**config.mk**
```make
export PLATFORM = sky130hd
export DESIGN_NAME = layer_index_fetch
export DESIGN_NICKNAME = d
export VERILOG_FILES = /design/src/rtl/layer_index_fetch.sv
export SDC_FILE = /design/constraint.sdc
export NUM_CORES = 1
export LEC_CHECK = 0
export CAP_MARGIN = 10
export CORE_UTILIZATION = 55
export CTS_BUF_LIST = sky130_fd_sc_hd__clkbuf_2
export DETAILED_ROUTE_END_ITERATION = 7
export MAX_ROUTING_LAYER = met4
export PLACE_DENSITY = 0.9
export SLEW_MARGIN = 10
export SYNTH_ARGS = -nofsm -noshare
export SYNTH_HDL_FRONTEND = slang
export SYNTH_SLANG_ARGS = --single-unit
```
**constraint.sdc**
```tcl
create_clock -name Clk -period 5.7 [get_ports Clk]
set_clock_uncertainty 0.05 [all_clocks]
set_input_delay 1.71 -clock Clk [delete_from_list [all_inputs] [get_ports Clk]]
set_output_delay 1.71 -clock Clk [all_outputs]
set_load 0.01 [all_outputs]
```
**src/rtl/layer_index_fetch.sv**
```systemverilog
// Background-layer index fetch: turns the current pixel coordinate into forest/area ROM
// addresses with per-frame parallax scroll, and aligns the returned indices with DrawX/DrawY.
module layer_index_fetch #(
  parameter int IMG_W  = 640,
  parameter int IMG_H  = 480,
  parameter int ADDR_W = 19
) (
  input  logic              Clk,
  input  logic              Reset_n,
  input  logic              frame_start,
  input  logic              scroll_we,
  input  logic [9:0]        scroll_dx,
  input  logic              pix_valid,
  input  logic [9:0]        DrawX,
  input  logic [9:0]        DrawY,
  output logic [ADDR_W-1:0] forest_addr,
  input  logic [3:0]        forest_q,
  output logic [ADDR_W-1:0] area_addr,
  input  logic [2:0]        area_q,
  output logic [3:0]        idx_forest,
  output logic [2:0]        idx_area1,
  output logic              idx_valid,
  output logic [9:0]        DrawX_o,
  output logic [9:0]        DrawY_o
);

  localparam logic [9:0]        IMG_W_10 = 10'(IMG_W);
  localparam logic [10:0]       IMG_W_11 = 11'(IMG_W);
  localparam logic [9:0]        IMG_H_10 = 10'(IMG_H);
  localparam logic [ADDR_W-1:0] IMG_W_A  = ADDR_W'(IMG_W);

  // Requests may be up to 1023; a single subtraction keeps the scroll below IMG_W.
  function automatic logic [9:0] reduce_scroll(input logic [9:0] dx);
    logic [9:0] r;
    if (dx >= IMG_W_10) begin
      r = dx - IMG_W_10;
    end else begin
      r = dx;
    end
    return r;
  endfunction

  // Both operands are below IMG_W, so one wrap is always enough.
  function automatic logic [10:0] wrap_x(input logic [10:0] s);
    logic [10:0] r;
    if (s >= IMG_W_11) begin
      r = s - IMG_W_11;
    end else begin
      r = s;
    end
    return r;
  endfunction

  logic [9:0]        pend_scroll_r;
  logic [9:0]        act_scroll_r;
  logic [9:0]        dx_red_s;
  logic [9:0]        pend_next_s;
  logic [9:0]        act_next_s;

  logic [10:0]       ax_s;
  logic [10:0]       fx_s;
  logic              pix_ok_s;
  logic [ADDR_W-1:0] row_base_s;
  logic [ADDR_W-1:0] area_next_s;
  logic [ADDR_W-1:0] forest_next_s;

  logic              a_valid_r;
  logic [9:0]        a_x_r;
  logic [9:0]        a_y_r;
  logic              r_valid_r;
  logic [9:0]        r_x_r;
  logic [9:0]        r_y_r;

  logic [3:0]        idx_forest_next_s;
  logic [2:0]        idx_area_next_s;

  // Next-state for pending and active scroll; a write coinciding with frame start bypasses.
  always_comb begin
    dx_red_s    = reduce_scroll(scroll_dx);
    pend_next_s = pend_scroll_r;
    act_next_s  = act_scroll_r;
    if (scroll_we) begin
      pend_next_s = dx_red_s;
    end else begin
      pend_next_s = pend_scroll_r;
    end
    if (frame_start && scroll_we) begin
      act_next_s = dx_red_s;
    end else if (frame_start) begin
      act_next_s = pend_scroll_r;
    end else begin
      act_next_s = act_scroll_r;
    end
  end

  // Scroll registers.
  always_ff @(posedge Clk or negedge Reset_n) begin
    if (!Reset_n) begin
      pend_scroll_r <= 10'd0;
      act_scroll_r  <= 10'd0;
    end else begin
      pend_scroll_r <= pend_next_s;
      act_scroll_r  <= act_next_s;
    end
  end

  // Stage A address generation: area at full scroll, forest at half scroll.
  always_comb begin
    ax_s          = wrap_x({1'b0, DrawX} + {1'b0, act_scroll_r});
    fx_s          = wrap_x({1'b0, DrawX} + {2'b00, act_scroll_r[9:1]});
    pix_ok_s      = pix_valid && (DrawY < IMG_H_10) && (DrawX < IMG_W_10);
    row_base_s    = ADDR_W'(DrawY) * IMG_W_A;
    area_next_s   = {ADDR_W{1'b0}};
    forest_next_s = {ADDR_W{1'b0}};
    if (pix_ok_s) begin
      area_next_s   = row_base_s + ADDR_W'(ax_s);
      forest_next_s = row_base_s + ADDR_W'(fx_s);
    end else begin
      area_next_s   = {ADDR_W{1'b0}};
      forest_next_s = {ADDR_W{1'b0}};
    end
  end

  // Stage A register: ROM addresses plus the coordinate/valid that travel with them.
  always_ff @(posedge Clk or negedge Reset_n) begin
    if (!Reset_n) begin
      area_addr   <= {ADDR_W{1'b0}};
      forest_addr <= {ADDR_W{1'b0}};
      a_valid_r   <= 1'b0;
      a_x_r       <= 10'd0;
      a_y_r       <= 10'd0;
    end else begin
      area_addr   <= area_next_s;
      forest_addr <= forest_next_s;
      a_valid_r   <= pix_ok_s;
      a_x_r       <= DrawX;
      a_y_r       <= DrawY;
    end
  end

  // ROM stage: side-band follows the external ROM's own address register.
  always_ff @(posedge Clk or negedge Reset_n) begin
    if (!Reset_n) begin
      r_valid_r <= 1'b0;
      r_x_r     <= 10'd0;
      r_y_r     <= 10'd0;
    end else begin
      r_valid_r <= a_valid_r;
      r_x_r     <= a_x_r;
      r_y_r     <= a_y_r;
    end
  end

  // Stage B index selection; invalid pixels get zero indices regardless of ROM data.
  always_comb begin
    idx_forest_next_s = 4'd0;
    idx_area_next_s   = 3'd0;
    if (r_valid_r) begin
      idx_forest_next_s = forest_q;
      idx_area_next_s   = area_q;
    end else begin
      idx_forest_next_s = 4'd0;
      idx_area_next_s   = 3'd0;
    end
  end

  // Stage B output register.
  always_ff @(posedge Clk or negedge Reset_n) begin
    if (!Reset_n) begin
      idx_forest <= 4'd0;
      idx_area1  <= 3'd0;
      idx_valid  <= 1'b0;
      DrawX_o    <= 10'd0;
      DrawY_o    <= 10'd0;
    end else begin
      idx_forest <= idx_forest_next_s;
      idx_area1  <= idx_area_next_s;
      idx_valid  <= r_valid_r;
      DrawX_o    <= r_x_r;
      DrawY_o    <= r_y_r;
    end
  end

endmodule

```
==> flow_summary.toml, run 1 <==
[worst_setup_path]
worst_path_largest_cell_delay_ns = 0.45
crit_path_start_kind = "input port"
critPathArrivalTime_ns = 6.05
crit_chain = "clkdlybuf4s50_1 > ha_1 > a21o_1 > a31o_1 > or2_1 > a221oi_4 > ha_2 > buf_4 > a211oi_1 > a211oi_2 > o41ai_1 > mux2i_1 > ha_1 > inv_1 > fa_1 > nor2b_1 > o21ai_0 > nand2b_1 > nand2_1 > nor3_2 > xor2_1 > nor2_1"
crit_path_top_delay_cell = "clkdlybuf4s50_1"
cpLargestDelayFamily = "compound AO/OA/AOI/OAI gates"
path_max_fanout = 7
worstSetupPathType = "input port to flop"
endpoint_kind = "flop"
crit_buf_inv = 3
required_ns = 6.22
cpMostUsedCell = "ha_1"

[routing]
detail-route-antenna-nets = 0
avgRoutedWirePerCell_um = 17.55
post-route-drc-count = 0
vias = 4617
wl_um = 14570
viasPerCell = 5.563
dr.pass1.iters = 5
first_iter_violations = 247

[floorplanning]
die_w_um = 106.9
num_io_pins = 108
core_um2 = 10510
rows = 37
die_area_um2 = 11430
die_h_um = 106.9
initial_utilization = 0.5760

[global_route]
grt_max_degree = 47
grt_usage = 0.2872
grt-ovfl-total = 0
antenna_found_initial = 0
grt_pass1_wl_um = 24100
grt_pass1_vias = 4866

[place]
portBuffers = 107
place_congestion = 0.8558
place_hpwl_um = 10830

[power]
peakVddDrop_mv = 0.1937
leakage_nw = 3.719
p_seq_frac = 0.395
power.switching_uw = 908.6
p_sw_frac = 0.3568
p_int_mw = 1.638
combPwrFrac = 0.395
clkPwrFrac = 0.210
total_power_mw = 2.547
power.density_nw_per_um2 = 322.5

[synth]
synth_edf_count = 0
ys_types = 62
ys_warn_count = 0
netlist_top_cells_count = "dfrtp_1, nor2_1, ha_1, a21oi_1, and2_1"
synth_seq_cells = 128
synthMuxAreaShare = 0.05043
async_flop_share = 1.000
netlist_area_um2 = 6053
synth_largest_area_cell = "dfrtp_1"
synthXorXnorAreaFrac = 0.05188
ys.flop_type = "dfrtp_1"
yosys.area_share.simple = 0.1213
synthTopCellsByArea = "dfrtp_1, ha_1, mux2_2"
syn_avg_cell_area_um2 = 11.82
synth_nets = 605
yosys.area.top_type_share = 0.5291
synth_fa_ha_area_frac = 0.1116
synth_top_family_by_area = "simple AND/OR/NAND/NOR gates"
post-synth-top-count-cell = "dfrtp_1"
yosysSeqAreaShare = 0.5291
synth_compound_gate_area_share = 0.1114
syn_inst = 512

[timing]
tightest_slew_ns = 0.6140
period_share = 0.9714
fmax_mhz = 180.6
grt_setup_unrepaired = "true"
fin_hold_ws_ns = 0.3063
slew_headroom = 0.5906
totalNegativeSetupSlack_ns = 0
setup_viol = 0
min_period_ns = 5.537
hold_violations = 0
slew_viol_final = 0

[status]
status = "finished clean"

[clocking]
cts_max_level = 4
ctsRootBufferMaster = "clkbuf_2"
clock-sinks = 128
clk_pin_slew_worst_paths_ns = 0.22
cts_setup_buffers = 0
cts_tree = "yes"
numCtsBuffers = 17
clock_latency_ns = 0.70
cts_buffer_depth = 2

[hold_path]
hp-class = "flop to flop"

[job]
max_cap_violations = 0

[cells_and_area]
area_growth_syn_to_layout_pct = 30.45
reg_top3 = "area_addr x19, forest_addr x19"
drive_above_1_share = 0.1844
post-route-util = 0.7514
num_antenna_cells = 0
fillers = 704
nNetsFinal = 774
[worst reg2reg max path, cell delays in order (launching register included)]
cell,delay (ns)
dfrtp_1,0.45
ha_1,0.32
a21o_1,0.21
a31o_1,0.21
or2_1,0.29
a221oi_4,0.29
ha_2,0.23
buf_4,0.14
a211oi_1,0.06
a211oi_2,0.32
o41ai_1,0.14
mux2i_1,0.14
ha_1,0.20
inv_1,0.06
fa_1,0.37
nor2b_1,0.16
o21ai_0,0.10
nand2b_1,0.11
nand2_1,0.10
nor3_2,0.21
xor2_1,0.17
nor2_1,0.05
[per-stage QoR]
step / instances / instance area [µm²] / setup slack [ns]
3_3_place_gp: 798 / 7649 / -0.3611
5_1_grt: 830 / 7896 / -0.06326
4_1_cts: 830 / 7871 / 0.1023
2_1_floorplan: 512 / 6053 / 0.03134
3_5_place_dp: 798 / 7649 / -0.6213
6_report: 830 / 7896 / 0.1630
[per-layer routing]
metal  share of wire  routed length [µm]  up-vias  track usage
li1                -                   -     2124            -
met1            0.42                6069     2303       0.3470
met2            0.51                7498      154       0.4834
met3           0.042                 613       36      0.05289
met4           0.027                 388        0       0.1047
met5               0                   0        -            -
[path summary, 6_finish.rpt]
kind	depth (start not counted)	to	slack, ns	startpoint
max in group asynchronous	2	a_y_r[5]	3.64	Reset_n
worst min-delay path	0	r_x_r[5]	0.31	a_x_r[5]
min in group asynchronous	1	r_x_r[6]	0.94	Reset_n
worst max register to register	21	area_addr[17]	1.22	act_scroll_r[4]
worst min register to register	0	r_x_r[5]	0.31	a_x_r[5]
worst max-delay path	22	area_addr[17]	0.16	DrawX[4]
[final cells by class]
cell class | instances | area (µm²) | area share
clock buffers | 18 | 90.09 | 0.01141
clock inverters | 14 | 132.6 | 0.01680
inverters | 20 | 75.07 | 0.009507
multi-input cells | 350 | 2726 | 0.3453
flip-flops and latches | 128 | 3203 | 0.4056
well taps | 136 | 170.2 | 0.02155
repair buffers | 164 | 1499 | 0.1898
[cells by family after synthesis]
kind of cell	after synthesis
simple gates	141
flops	128
compound gates	95
fa+ha+maj	51
xor+xnor	35
buf+inv	34
mux	28
[cell usage in the layout, fill, tap and decap left out, types with 14 or more instances in the layout]
cell / n
xor2_1: 20
xnor2_1: 14
nor2_1: 47
a21o_1: 15
o21ai_0: 16
inv_1: 20
ha_1: 45
mux2_2: 19
nand2_1: 19
buf_4: 58
clkdlybuf4s50_1: 105
and2_1: 21
a21oi_1: 21
clkbuf_2: 18
dfrtp_1: 128
[repair_timing]
| action | 4_1_cts | 5_1_grt |
|---|---|---|
| hold buffers | 0 | 0 |
| endpoints found under the setup margin | 0 | 9 |
| gates resized for setup | 0 | 7 |
[power by group through the flow]
stage	sequential (mW)	combinational, mW	clock [mW]
6_report	1.01	1.01	0.535
5_1_grt	1.01	1.11	0.585
4_1_cts	1.01	0.991	0.543
3_5_place_dp	1.02	0.979	0
3_3_place_gp	1.02	0.936	0
2_1_floorplan	1.03	0.573	0
Power figures use the tool's default switching activity.
==> run 2: changes to the inputs <==
- GPL_TIMING_DRIVEN: unset -> 0
==> flow_summary.toml, run 2 (synthesis results as in run 1) <==
[worst_setup_path]
worst_path_largest_cell_delay_ns = 0.62
critPathArrivalTime_ns = 6.20
required_ns = 6.23
endpoint_kind = "flop"
r2r-end = "forest_addr[17]"
crit_path_start_kind = "input port"
path_max_fanout = 8
worstSetupPathType = "input port to flop"
crit_chain = "clkdlybuf4s50_1 > ha_2 > a2111oi_0 > a211oi_1 > o21a_1 > a41o_1 > ha_2 > inv_1 > o2111a_1 > a211o_1 > xnor2_1 > a31oi_1 > ha_1 > inv_1 > fa_1 > nor2b_2 > o21ai_0 > nand2b_1 > nand2_1 > nor3_2 > xor2_1 > nor2_1"
r2r_start = "act_scroll_r[2]"
rrSetupSlack_ns = 1.03
reg2reg_depth = 21
crit_path_top_delay_cell = "clkdlybuf4s50_1"

[clocking]
clock-sinks = 128
clk_pin_slew_worst_paths_ns = 0.20
cts_tree = "yes"
clock_latency_ns = 0.70
numCtsBuffers = 17
ctsRootBufferMaster = "clkbuf_2"
cts_hold_buf = 0
cts_max_level = 4
cts_buffer_depth = 2

[job]
max_cap_violations = 0

[global_route]
antenna_found_initial = 0
grt_max_degree = 102
grt_pass1_vias = 4525
grt-ovfl-total = 0
grt_usage = 0.2661
gr-usage-met3 = 0.04316
grtUsageMet2 = 0.4373
grt_pass1_wl_um = 22240
gr-usage-met1 = 0.3279
grt_busiest_layer = "met2"

[power]
leakage_nw = 3.556
peakVddDrop_mv = 0.1883
power.density_nw_per_um2 = 339.7

[floorplanning]
rows = 37
initial_utilization = 0.5760
num_io_pins = 108
die_area_um2 = 11430
core_um2 = 10510
die_w_um = 106.9
die_h_um = 106.9

[place]
place_congestion = 0.9238
place_hpwl_um = 10080
pre_cts_ws_ns = -0.9421
portBuffers = 106
place_area_um2 = 7313

[routing]
wl_um = 13780
viasPerCell = 5.454
avgRoutedWirePerCell_um = 17.46
post-route-drc-count = 0
dr.pass1.iters = 4
first_iter_violations = 205
vias = 4303
detail-route-antenna-nets = 0

[hold_path]
min_from = "a_y_r[9]"
hold_depth = 0
hp-class = "flop to flop"
hold_end = "r_y_r[9]"

[timing]
period_share = 0.9958
slew_headroom = 0.5649
slew_viol_final = 0
fmax_mhz = 176.2
min_period_ns = 5.676
setup_viol = 0
hold_violations = 0
tightest_slew_ns = 0.6526
grt_setup_unrepaired = "true"
layout_setup_ws_ns = 0.02392

[cells_and_area]
final_common_cell = "dfrtp_1"
seq_area_um2 = 3203
reg_top3 = "area_addr x19, forest_addr x19"
final_cell_mix = "dfrtp_1, clkdlybuf4s50_1, nor2_1, ha_1, and2_1"
area_growth_syn_to_layout_pct = 27.78
num_antenna_cells = 0
post-route-util = 0.7360
fin_area_um2 = 7735
multi_input_area_um2 = 2789
fillers = 699
drive_above_1_share = 0.1394
nNetsFinal = 733

[status]
status = "finished clean"
==> run 2: changes by cell type in the layout (fill, tap and decap cells not counted), moves of 3 or more <==
cell / previous run / this run
clkinvlp_4: 5 / 2
clkbuf_1: 0 / 7
buf_2: 0 / 3
bufinv_16: 1 / 5
buf_6: 0 / 3
buf_4: 58 / 3
ha_1: 45 / 42
==> run 2: worst max path at each step <==
stage / start / to / slack (ns) / cells after the start
floorplan: DrawX[4] / area_addr[17] / 0.03 / 21
global placement: Reset_n / forest_addr[15] / -1.67 / 1
detailed placement: DrawX[4] / area_addr[17] / -0.94 / 22
CTS: DrawX[0] / forest_addr[17] / 0.001 / 23
global route: DrawX[0] / area_addr[17] / -0.13 / 23
finish: DrawX[7] / forest_addr[17] / 0.02 / 22
==> run 2: stage by stage <==
step	power [mW]	cells	hold WS, ns	setup TNS (ns)
2_1_floorplan	1.606	512	0.2812	0
3_3_place_gp	1.828	754	0.2811	-221.60
3_5_place_dp	1.873	755	0.2847	-12.20
4_1_cts	2.601	788	0.2965	0
5_1_grt	2.787	789	0.2943	-0.3344
6_report	2.627	789	0.3002	0
==> run 2: report_power, final <==
group / switching [mW] / leakage, nW / total [mW] / internal [mW]
clock network: 0.361 / 0.177 / 0.704 / 0.343
logic: 0.492 / 1.79 / 0.919 / 0.426
registers: 0.0294 / 1.59 / 1.01 / 0.976
total: 0.883 / 3.56 / 2.63 / 1.74
==> run 2: per-layer routing <==
| metal | vias to the layer above | routed length, µm |
|---|---|---|
| li1 | 2052 | - |
| met1 | 2111 | 5797 |
| met2 | 117 | 7023 |
| met3 | 23 | 646 |
| met4 | 0 | 311 |
| met5 | - | 0 |
==> run 2: critical path: cells and delay by family <==
family                   cells  cell delay (ns)
AO/OA/AOI/OAI                8             1.64
XOR/XNOR                     2             0.25
AND/OR/NAND/NOR              5             0.69
buffers and inverters        3             0.73
adder cells (fa/ha/maj)      4             1.20
==> run 2: timing repair <==
item	in CTS	in global routing
pin swaps	1	4
gates resized for setup	6	14
buffers inserted	1	2
gates cloned	0	0
endpoints found under the setup margin	6	10
==> run 2: area by class of cell <==
| cell class | instances | area share |
|---|---|---|
| Multi-Input combinational cell | 350 | 0.3606 |
| Clock inverter | 14 | 0.02928 |
| Inverter | 20 | 0.009706 |
| Buffer | 13 | 0.008735 |
| Tap cell | 136 | 0.02200 |
| Clock buffer | 18 | 0.01165 |
| Timing Repair Buffer | 110 | 0.1440 |
| Sequential cell | 128 | 0.4141 |
